[src/rtl/vga_ctrl_unit.sv]
`default_nettype none
`timescale 1ns/1ps
// ============================================================================
//  Module   : vga_ctrl_unit
//  Brief    : 400x320 VGA timing generator with 128-bit RGB565 word unpacker
//  Revision : 1.0 - initial release
// ============================================================================
module vga_ctrl_unit #(
    parameter int USER_DATA_WIDTH = 128,
    parameter int H_SYNC          = 10,
    parameter int H_BACK          = 25,
    parameter int H_VALID         = 400,
    parameter int H_FRONT         = 20,
    parameter int H_TOTAL         = H_SYNC + H_BACK + H_VALID + H_FRONT,
    parameter int V_SYNC          = 9,
    parameter int V_BACK          = 20,
    parameter int V_VALID         = 320,
    parameter int V_FRONT         = 16,
    parameter int V_TOTAL         = V_SYNC + V_BACK + V_VALID + V_FRONT
) (
    input  logic                       clk,
    input  logic                       sys_rst,
    output logic                       vga_clk,
    output logic                       vga_de,
    output logic                       vga_hsync,
    output logic                       vga_vsync,
    output logic [23:0]                vga_rgb,
    output logic                       read_req,
    input  logic [USER_DATA_WIDTH-1:0] read_data,
    output logic                       cmos_vsync_begin,
    output logic                       cmos_vsync_end
);

    localparam int c_h_w = $clog2(H_TOTAL);
    localparam int c_v_w = $clog2(V_TOTAL);

    localparam logic [c_h_w-1:0] c_h_last    = c_h_w'(H_TOTAL - 1);
    localparam logic [c_h_w-1:0] c_h_sync    = c_h_w'(H_SYNC);
    localparam logic [c_h_w-1:0] c_h_act_beg = c_h_w'(H_SYNC + H_BACK);
    localparam logic [c_h_w-1:0] c_h_act_end = c_h_w'(H_SYNC + H_BACK + H_VALID);
    localparam logic [c_h_w-1:0] c_h_req_beg = c_h_w'(H_SYNC + H_BACK - 1);
    localparam logic [c_h_w-1:0] c_h_req_end = c_h_w'(H_SYNC + H_BACK + H_VALID - 1);

    localparam logic [c_v_w-1:0] c_v_last    = c_v_w'(V_TOTAL - 1);
    localparam logic [c_v_w-1:0] c_v_sync    = c_v_w'(V_SYNC);
    localparam logic [c_v_w-1:0] c_v_act_beg = c_v_w'(V_SYNC + V_BACK);
    localparam logic [c_v_w-1:0] c_v_act_end = c_v_w'(V_SYNC + V_BACK + V_VALID);

    logic [c_h_w-1:0]            r_cnt_h;
    logic [c_v_w-1:0]            r_cnt_v;
    logic [2:0]                  r_pix_idx;
    logic [USER_DATA_WIDTH-17:0] r_word;

    logic       w_h_active;
    logic       w_v_active;
    logic       w_hsync;
    logic       w_vsync;
    logic [2:0] w_req_phase;
    logic       w_req;
    logic [15:0] w_pix;

    assign vga_clk = clk;

    always_ff @(posedge clk or posedge sys_rst) begin
        if (sys_rst) begin
            r_cnt_h <= '0;
            r_cnt_v <= '0;
        end else if (r_cnt_h == c_h_last) begin
            r_cnt_h <= '0;
            r_cnt_v <= (r_cnt_v == c_v_last) ? '0 : r_cnt_v + 1'b1;
        end else begin
            r_cnt_h <= r_cnt_h + 1'b1;
        end
    end

    assign w_h_active  = (r_cnt_h >= c_h_act_beg) && (r_cnt_h < c_h_act_end);
    assign w_v_active  = (r_cnt_v >= c_v_act_beg) && (r_cnt_v < c_v_act_end);
    assign w_hsync     = (r_cnt_h < c_h_sync);
    assign w_vsync     = (r_cnt_v < c_v_sync);

    // Request leads each 8-pixel group by one counter step so the word lands on pixel 0.
    assign w_req_phase = r_cnt_h[2:0] - c_h_req_beg[2:0];
    assign w_req       = w_v_active && (r_cnt_h >= c_h_req_beg) &&
                         (r_cnt_h < c_h_req_end) && (w_req_phase == 3'd0);

    always_ff @(posedge clk or posedge sys_rst) begin
        if (sys_rst) begin
            vga_de           <= 1'b0;
            vga_hsync        <= 1'b0;
            vga_vsync        <= 1'b0;
            read_req         <= 1'b0;
            cmos_vsync_begin <= 1'b0;
            cmos_vsync_end   <= 1'b0;
        end else begin
            vga_de           <= w_h_active & w_v_active;
            vga_hsync        <= w_hsync;
            vga_vsync        <= w_vsync;
            read_req         <= w_req;
            cmos_vsync_begin <= w_vsync & ~vga_vsync;
            cmos_vsync_end   <= ~w_vsync & vga_vsync;
        end
    end

    // Pixel 0 is consumed straight from the bus; the rest come from the captured word.
    always_ff @(posedge clk or posedge sys_rst) begin
        if (sys_rst) begin
            r_pix_idx <= 3'd0;
            r_word    <= '0;
        end else begin
            r_pix_idx <= vga_de ? r_pix_idx + 3'd1 : 3'd0;
            if (vga_de && (r_pix_idx == 3'd0)) begin
                r_word <= read_data[USER_DATA_WIDTH-1:16];
            end
        end
    end

    always_comb begin
        w_pix = read_data[15:0];
        case (r_pix_idx)
            3'd0:    w_pix = read_data[15:0];
            3'd1:    w_pix = r_word[15:0];
            3'd2:    w_pix = r_word[31:16];
            3'd3:    w_pix = r_word[47:32];
            3'd4:    w_pix = r_word[63:48];
            3'd5:    w_pix = r_word[79:64];
            3'd6:    w_pix = r_word[95:80];
            default: w_pix = r_word[111:96];
        endcase
    end

    assign vga_rgb = vga_de ? {w_pix[15:11], w_pix[15:13],
                               w_pix[10:5],  w_pix[10:9],
                               w_pix[4:0],   w_pix[4:2]} : 24'h000000;

endmodule
`default_nettype wire

[config.mk]
export PLATFORM = sky130hd
export DESIGN_NAME = vga_ctrl_unit
export DESIGN_NICKNAME = d
export VERILOG_FILES = /design/src/rtl/vga_ctrl_unit.sv
export SDC_FILE = /design/constraint.sdc
export NUM_CORES = 1
export LEC_CHECK = 0
export CELL_PAD_IN_SITES_DETAIL_PLACEMENT = 0
export CELL_PAD_IN_SITES_GLOBAL_PLACEMENT = 1
export CORE_ASPECT_RATIO = 1.5
export CORE_MARGIN = 4
export CORE_UTILIZATION = 36
export DETAILED_ROUTE_END_ITERATION = 8
export PLACE_DENSITY_LB_ADDON = 0.1
export REMOVE_ABC_BUFFERS = 1
export SYNTH_ARGS = -nofsm -noshare
export SYNTH_HDL_FRONTEND = slang
export SYNTH_SLANG_ARGS = --single-unit
[constraint.sdc]
create_clock -name clk -period 4.55 [get_ports clk]
set_input_delay 0.6825 -clock clk [delete_from_list [all_inputs] [get_ports clk]]
set_output_delay 0.6825 -clock clk [all_outputs]
set_load 0.01 [all_outputs]
==> impl_metrics.toml, run 1 <==
[setup_path]
start_kind = "flop"
r2r-start = "r_pix_idx[0]"
worstRegToRegCells = 7
crit_top_cell = "buf_4"
cp_num_buf_inv = 4
cp.arrival_ns = 3.42
worstPathMaxFanout = 14
critPathKind = "reg -> out"
r2r_end = "r_word[8]"
rrSetupSlack_ns = 1.42
worst_path_dominant_cell_family = "buffers and inverters"
critPathMaxStageDelay_ns = 0.59
crit_path_top_delay_cell = "ha_1"
cp.required_ns = 3.87
critical_path.cell_chain = "inv_1, ha_1, buf_4, nor4_4, buf_4, a2111oi_0, nor2_1, clkdlybuf4s50_1"
end_kind = "output pin"

[synth]
synth_compound_area_share_pct = 12.6
synth_top_family_by_area = "multiplexers"
synth-adder-area-share_pct = 2.43
yosys_warnings = 0
ys_ff_latch = 139
syn_area_per_cell_um2 = 12.5
yosys.area_share.simple_pct = 7.47
netlist_area_um2 = 6700
ys_async_sr_fraction_pct = 100
synth_seq_area_share_pct = 51.9
synth-xor-area-share_pct = 1.05
yosys_most_used_dff = "dfrtp_1"
synth_edf_count = 0
syn_inst = 537
yosysUniqueCellTypes = 50
muxShareOfSynthArea_pct = 19.6

[sta]
finalSetupViolations = 0
post-route-period-util_pct = 90.1
fmax_mhz = 244
setup_slack_ns = 0.451
tightest_slew_ns = 0.965
hold_viol_final = 0
rsz0062_at_grt = "false"
clock_skew_ns = 0.00899
report.final.slew_viol_count = 0
fin_hold_ws_ns = 0.459
slew_headroom_pct = 35.6
period_needed_ns = 4.10

[power]
switching_share_pct = 19.5
internal-power_mw = 2.57
seqPwrFrac_pct = 41.1
vdd_drop_max_mv = 0.288
p_comb_share_pct = 6.5
cellLeakagePower_nw = 3.75
clock_power_share_pct = 52.4
p_switching_uw = 621
total_power_mw = 3.19
cellPowerDensity_nw_per_um2 = 348

[floorplan]
fp.dieH_um = 175
start_util_pct = 37.0
dieArea_um2 = 20900
die_w_um = 119
io_pins = 161
fp.coreArea_um2 = 18100
rows = 60

[clocking]
clock_latency_ns = 0.53
cts_hold_buf = 0
clk_pin_slew_ns = 0.06
postCtsSetupBuffers = 0
cts_resized = 0
cts_tree = "built"

[route]
dr_total_vias = 4921
drc_errors = 0
wirelength_um = 18600
dr.pass1.iters = 4
viasPerCell = 5.24
ant_nets = 0
routedWlPerCell_um = 19.7
drtIter0Drc = 309

[hold_path]
holdPathStages = 1
holdPathEnd = "cmos_vsync_begin"
worstHoldStart = "vga_vsync"
hold_class = "reg -> reg"

[finish]
stdcell_count = 940
final_common_cell = "clkdlybuf4s50_1"
areaGrowthSynthToFinish_pct = 36.9
n_fill_cell = 1656
drive_above_1_share_pct = 22.7
finalNetCount = 822
num_antenna_cells = 0
layout_common_cells = "160 x clkdlybuf4s50_1, 138 x dfrtp_1, 103 x mux2_2"

[placed_design]
place_congestion = 0.851
port_buffers = 160
dp_worst_setup_slack_ns = 0.964
dp_hpwl_um = 13000
place_inst = 905

[run_status]
status = "completed"

[global_routing]
grt_pass1_wl_um = 29900
grt_max_degree = 98
antenna_found_initial = 0
grtUsageTotal_pct = 18.4
grt_pass1_vias = 5425
grt-ovfl-total = 0

[run]
cap_violations = 0
## metal layers
layer	up-vias	wire length [um]	part of all wire (%)	track usage [%]
met5	-	0	0	0
met2	132	9810	53	32.2
met4	0	238	1.3	5.59
li1	2286	-	-	-
met1	2485	7650	41	22.0
met3	18	857	4.6	4.89
## metrics by stage
stage               area, um^2  utilization [%]  setup TNS, ns
global placement          8450             46.7              0
CTS                       9170             50.7              0
global route              9170             50.7              0
finish                    9170             50.7              0
floorplan                 6410                -         -0.474
detailed placement        8450             46.7              0
## state kept, by name, summed over array words and instances, names as in the netlist
name	flops
vga_vsync	1
r_pix_idx	3
r_cnt_v	9
vga_de	1
read_req	1
cmos_vsync_begin	1
r_word	112
vga_hsync	1
cmos_vsync_end	1
r_cnt_h	9
## worst max path at each step
stage	from	to	slack (ns)	cells after the start
after floorplan	r_pix_idx[0]	r_word[10]	-0.04	5
after global placement	r_pix_idx[0]	vga_rgb[23]	1.03	8
after detailed placement	r_pix_idx[0]	vga_rgb[23]	0.96	8
after CTS	r_pix_idx[0]	vga_rgb[23]	0.40	8
after global routing	r_pix_idx[0]	vga_rgb[2]	0.23	8
final	r_pix_idx[0]	vga_rgb[23]	0.45	8
## final cells by class
| type | instances | area, um^2 | share of cell area [%] |
|---|---|---|---|
| inverters | 11 | 46.3 | 0.505 |
| multi-input cells | 336 | 2910 | 31.8 |
| well taps | 248 | 310 | 3.38 |
| repair buffers | 170 | 1690 | 18.4 |
| clock buffers | 29 | 571 | 6.22 |
| clock inverters | 7 | 160 | 1.75 |
| flip-flops and latches | 139 | 3480 | 38.0 |
## synth_stat cells, drive strengths merged, types with 2 or more instances
cell | count | area [um^2]
a2111oi | 16 | 140
a21oi | 22 | 110
a221oi | 17 | 149
a22oi | 16 | 120
a32o | 15 | 150
and2 | 2 | 12.5
buf | 36 | 228
clkbuf | 15 | 56.3
dfrtp | 139 | 3480
ha | 13 | 163
inv | 11 | 41.3
mux2 | 115 | 1290
mux2i | 2 | 20.0
nand2 | 8 | 30.0
nand2b | 3 | 18.8
nand3 | 7 | 40.0
nand4 | 6 | 37.5
nand4bb | 2 | 38.8
nor2 | 30 | 115
nor2b | 7 | 43.8
nor3 | 2 | 10.0
nor4 | 6 | 65.1
nor4b | 2 | 32.5
o21ai | 22 | 110
or3 | 2 | 12.5
xnor2 | 5 | 43.8
xor2 | 3 | 26.3
## cell families after synthesis
| family | after synthesis |
|---|---|
| multiplexers | 117 |
| flip-flops | 139 |
| XOR/XNOR | 8 |
| adder cells (fa/ha/maj) | 13 |
| AO/OA/AOI/OAI | 116 |
| AND/OR/NAND/NOR | 82 |
| buffers and inverters | 62 |
## power by group through the flow
stage	Clock, mW	Sequential [mW]	Combinational (mW)
2_1_floorplan	0	1.33	0.0750
3_3_place_gp	0.0224	1.33	0.208
3_5_place_dp	0.0224	1.33	0.210
4_1_cts	1.71	1.31	0.212
5_1_grt	1.77	1.32	0.227
6_report	1.67	1.31	0.206
No activity file was read; power rests on OpenSTA's default activity.
==> run 2: changes to the inputs <==
--- a/config.mk
+++ b/config.mk
@@ -9,10 +9,9 @@
 export CELL_PAD_IN_SITES_GLOBAL_PLACEMENT = 1
 export CORE_ASPECT_RATIO = 1.5
 export CORE_MARGIN = 4
-export CORE_UTILIZATION = 36
+export CORE_UTILIZATION = 40
 export DETAILED_ROUTE_END_ITERATION = 8
 export PLACE_DENSITY_LB_ADDON = 0.1
-export REMOVE_ABC_BUFFERS = 1
 export SYNTH_ARGS = -nofsm -noshare
 export SYNTH_HDL_FRONTEND = slang
 export SYNTH_SLANG_ARGS = --single-unit
==> constraint.sdc (replaced) <==
create_clock -name clk -period 4.6 [get_ports clk]
set_input_delay 0.69 -clock clk [delete_from_list [all_inputs] [get_ports clk]]
set_output_delay 0.69 -clock clk [all_outputs]
set_load 0.01 [all_outputs]
==> run 2 against run 1 <==
Design area is essentially flat. Cell count fell by 4.8%. Non-clock buffer count decreased by 3. Register-to-register slack got worse by 0.14 ns. Clock skew is 0.0027 ns higher. Utilization rose by 5.4 points. Sequential power is essentially flat. Clock power increased by 9.6%. Worst hold slack worse by 0.0063 ns. Global-route usage grew 2.0 points. Critical path depth is 1 lower. Critical path type unchanged.
==> impl_metrics.toml, run 2 (synthesis gave the netlist of run 1 again) <==
[run_status]
status = "completed"

[floorplan]
fp.coreArea_um2 = 16300
fp.dieH_um = 166
rows = 57
start_util_pct = 41.0
dieArea_um2 = 18900
die_w_um = 114
io_pins = 161

[finish]
layout_common_cells = "160 x clkdlybuf4s50_1, 138 x dfrtp_1, 103 x mux2_2"
final_common_cell = "clkdlybuf4s50_1"
top_register = "r_word"
finalNetCount = 819
fin_area_um2 = 9160
areaGrowthSynthToFinish_pct = 36.8
n_fill_cell = 1422
num_antenna_cells = 0
reg_top3 = "r_word: 112 flops, r_cnt_h: 9 flops, r_cnt_v: 9 flops"
stdcell_count = 895
drive_above_1_share_pct = 22.8
largest_reg_flops = 112

[placed_design]
place_congestion = 0.881
port_buffers = 160
dpl_cell_area_um2 = 8350
dp_hpwl_um = 13600
place_inst = 860
dp_worst_setup_slack_ns = 0.714

[global_routing]
grt_pass1_vias = 5359
grt_pass1_wl_um = 29600
grt_max_degree = 102
grtUsageTotal_pct = 20.4
antenna_found_initial = 0
grt-ovfl-total = 0

[sta]
tightest_slew_ns = 1.07
setup_slack_ns = 0.247
post-route-period-util_pct = 94.6
period_needed_ns = 4.35
fin_hold_ws_ns = 0.453
slew_headroom_pct = 27.2
setup_tns_ns = 0
fmax_mhz = 230
clock_skew_ns = 0.0117
finalSetupViolations = 0
report.final.slew_viol_count = 0
hold_viol_final = 0
rsz0062_at_grt = "false"

[clocking]
cts_tree = "built"
clk_pin_slew_ns = 0.06
cts_hold_buf = 0
clock_latency_ns = 0.53

[route]
dr_total_vias = 4880
drtIter0Drc = 292
routedWlPerCell_um = 21.0
ant_nets = 0
wirelength_um = 18800
drc_errors = 0
viasPerCell = 5.45
dr.pass1.iters = 4

[power]
cellLeakagePower_nw = 3.77
cellPowerDensity_nw_per_um2 = 365
vdd_drop_max_mv = 0.243

[setup_path]
cp.arrival_ns = 3.66
critical_path.cell_chain = "inv_1, ha_1, a221oi_1, a21oi_1, a2111oi_0, nor2_1, clkdlybuf4s50_1"
critPathKind = "reg -> out"
worstPathMaxFanout = 23
critPathMaxStageDelay_ns = 0.95
end_kind = "output pin"
start_kind = "flop"
cp.required_ns = 3.91
crit_path_top_delay_cell = "a2111oi_0"

[run]
cap_violations = 0

[hold_path]
hold_class = "reg -> reg"

[synth]
syn_nets = 680
-- run 2: path summary, 6_finish.rpt --
path / cells after the start / slack [ns] / from / to
min: 1 / 0.45 / vga_vsync / cmos_vsync_begin
max: 7 / 0.25 / r_pix_idx[0] / vga_rgb[20]
min in group asynchronous: 2 / 0.75 / sys_rst / cmos_vsync_begin
max reg2reg: 7 / 1.28 / r_pix_idx[0] / r_word[92]
min reg2reg: 1 / 0.45 / vga_vsync / cmos_vsync_begin
max in group asynchronous: 3 / 3.00 / sys_rst / r_word[11]
-- run 2: layout make-up --
class                   instances  area, um^2  area share (%)
clock buffers                  24         552            6.02
clock inverters                12         264            2.88
inverters                      11        46.3           0.505
multi-input cells             336        2910            31.8
flip-flops and latches        139        3480            38.0
well taps                     206         258            2.81
repair buffers                167        1650            18.0
-- run 2: metal layers --
metal / track usage [%] / share of wire (%) / up-vias
met5: 0 / 0 / -
met4: 8.11 / 2.6 / 0
met3: 5.37 / 5.4 / 30
met2: 34.4 / 52 / 139
met1: 24.7 / 40 / 2449
li1: - / - / 2262
-- run 2: power by group --
| group | leakage, nW | internal (mW) | total (mW) | switching (mW) |
|---|---|---|---|---|
| clock network | 0.401 | 1.29 | 1.83 | 0.537 |
| logic | 1.71 | 0.141 | 0.211 | 0.0701 |
| registers | 1.66 | 1.27 | 1.30 | 0.0264 |
-- run 2: stage by stage --
| step | power [mW] | util (%) |
|---|---|---|
| floorplan | 1.40 | - |
| global placement | 1.55 | 51.1 |
| detailed placement | 1.56 | 51.1 |
| global route | 3.46 | 56.1 |
| finish | 3.34 | 56.1 |
| CTS | 3.39 | 56.0 |
-- run 2: timing repair --
action	CTS	global route
setup endpoints to repair	0	12
buffers inserted	0	0
gates resized for setup	0	1
-- run 2: critical path: cells and delay by family (launching register included) --
kind            cells  cell delay [ns]
compound gates      3             1.48
fa+ha+maj           1             0.54
buf+inv             2             0.60
flops               1             0.39
simple gates        1             0.11
==> run 3: changes to the inputs <==
--- a/config.mk
+++ b/config.mk
@@ -11,6 +11,7 @@
 export CORE_MARGIN = 4
 export CORE_UTILIZATION = 40
 export DETAILED_ROUTE_END_ITERATION = 8
+export GPL_TIMING_DRIVEN = 0
 export PLACE_DENSITY_LB_ADDON = 0.1
 export SYNTH_ARGS = -nofsm -noshare
 export SYNTH_HDL_FRONTEND = slang
==> run 3 against run 2 <==
Design area increased by 1.8%. Worst hold slack got worse by 0.015 ns. Global-route usage increased by 1.4 points. Via count increased by 4.2%. Non-clock buffer count increased by 43. Sequential share of layout area decreased by 0.69 points. Utilization increased by 1.0 points. Highest routed layer unchanged.
==> impl_metrics.toml, run 3 (synthesis gave the netlist of run 1 again) <==
[placed_design]
place_inst = 904
place_congestion = 0.878
port_buffers = 160
dp_worst_setup_slack_ns = 0.322
dpl_cell_area_um2 = 8590
dp_hpwl_um = 15400

[global_routing]
grtUsageTotal_pct = 21.8
grt_busiest_layer = "met2"
grt_pass1_vias = 5617
use_met3_pct = 6.32
grt_use_met1_pct = 25.4
antenna_found_initial = 0
grt_pass1_wl_um = 31300
grt_use_met2_pct = 37.1
grt-ovfl-total = 0
grt_max_degree = 95

[clocking]
clock_latency_ns = 0.53
clk_pin_slew_ns = 0.06
cts_hold_buf = 0
cts_tree = "built"

[floorplan]
start_util_pct = 41.0
fp.dieH_um = 166
rows = 57
dieArea_um2 = 18900
fp.coreArea_um2 = 16300
die_w_um = 114
io_pins = 161

[route]
drc_errors = 0
routedWlPerCell_um = 21.4
viasPerCell = 5.42
ant_nets = 0
dr.pass1.iters = 5
wirelength_um = 20100
dr_total_vias = 5087
drtIter0Drc = 287

[setup_path]
start_kind = "flop"
critPathKind = "reg -> out"
cp.arrival_ns = 3.74
end_kind = "output pin"
cp.required_ns = 3.91
worstPathMaxFanout = 10

[finish]
num_antenna_cells = 0
areaGrowthSynthToFinish_pct = 39.3
finalNetCount = 862
reg_top3 = "r_word: 112 flops, r_cnt_h: 9 flops, r_cnt_v: 9 flops"
final_common_cell = "clkdlybuf4s50_1"
layout_common_cells = "160 x clkdlybuf4s50_1, 139 x dfrtp_1, 103 x mux2_2"
fin_area_um2 = 9330
top_register = "r_word"
stdcell_count = 938
n_fill_cell = 1389
drive_above_1_share_pct = 25.4
largest_reg_flops = 112

[sta]
period_needed_ns = 4.43
rsz0062_at_grt = "false"
finalSetupViolations = 0
tightest_slew_ns = 0.809
slew_headroom_pct = 44.6
hold_viol_final = 0
post-route-period-util_pct = 96.2
fin_hold_ws_ns = 0.438
setup_slack_ns = 0.174
fmax_mhz = 226
clock_skew_ns = 0.00567
report.final.slew_viol_count = 0

[synth]
syn_nets = 680

[power]
vdd_drop_max_mv = 0.210
cellLeakagePower_nw = 3.87
cellPowerDensity_nw_per_um2 = 338
total_power_mw = 3.16

[run]
cap_violations = 0

[run_status]
status = "completed"

[hold_path]
hold_class = "reg -> reg"
## run 3: changes by cell type in the layout (fill, tap and decap cells not counted), sizes merged
cell      before  now
buf            8   36
clkinvlp       0    2
clkbuf        23   37
clkinv         4    6
bufinv         8    5
## run 3: stage by stage
stage	TNS, ns	utilization [%]
after global routing	0	57.1
after floorplan	0	-
final	0	57.1
after detailed placement	0	52.6
after global placement	-247.40	52.4
after CTS	0	57.0
## run 3: path summary, 6_finish.rpt
| check | end | cells after the start | startpoint | slack [ns] |
|---|---|---|---|---|
| setup / recovery | vga_rgb[21] | 12 | r_pix_idx[2] | 0.17 |
| hold / removal | cmos_vsync_begin | 1 | vga_vsync | 0.44 |
| setup reg to reg | r_word[106] | 7 | r_pix_idx[0] | 2.37 |
| hold reg to reg | cmos_vsync_begin | 1 | vga_vsync | 0.44 |
| max in group asynchronous | r_word[105] | 3 | sys_rst | 3.21 |
| min in group asynchronous | r_word[17] | 2 | sys_rst | 0.55 |
## run 3: where the power goes
group,internal (mW),leakage [nW],switching (mW)
combinational,0.144,1.86,0.0716
clock,1.09,0.352,0.547
sequential,1.27,1.66,0.0265
total,2.51,3.87,0.645
## run 3: layout make-up
cell class	count	area [um^2]	share of cell area, %
clock buffer	23	518	5.55
timing repair buffer	160	1620	17.4
inverter	11	46.3	0.496
multi-input combinational	336	2920	31.3
tap	206	258	2.76
clock inverter	13	199	2.13
buffer	50	284	3.05
sequential	139	3480	37.3
## run 3: timing repair
item / in CTS / in global routing
gates cloned: 0 / 0
pin swaps: 0 / 0
gates resized for setup: 6 / 6
buffers inserted: 0 / 0
endpoints found under the setup margin: 10 / 16
## run 3: worst max-delay path, stage by stage, from the launching register on
cell	delay, ns
dfrtp_1	0.31
buf_2	0.16
buf_2	0.27
clkbuf_4	0.27
inv_1	0.06
ha_1	0.35
or4_1	0.44
buf_2	0.19
buf_6	0.15
o21ai_1	0.26
nor2_1	0.12
buf_4	0.15
clkdlybuf4s50_1	0.47
## run 3: per-layer routing
metal | up-vias | wire length [um]
met3 | 33 | 1160
met2 | 169 | 10500
met5 | - | 0
li1 | 2354 | -
met4 | 0 | 709
met1 | 2531 | 7710
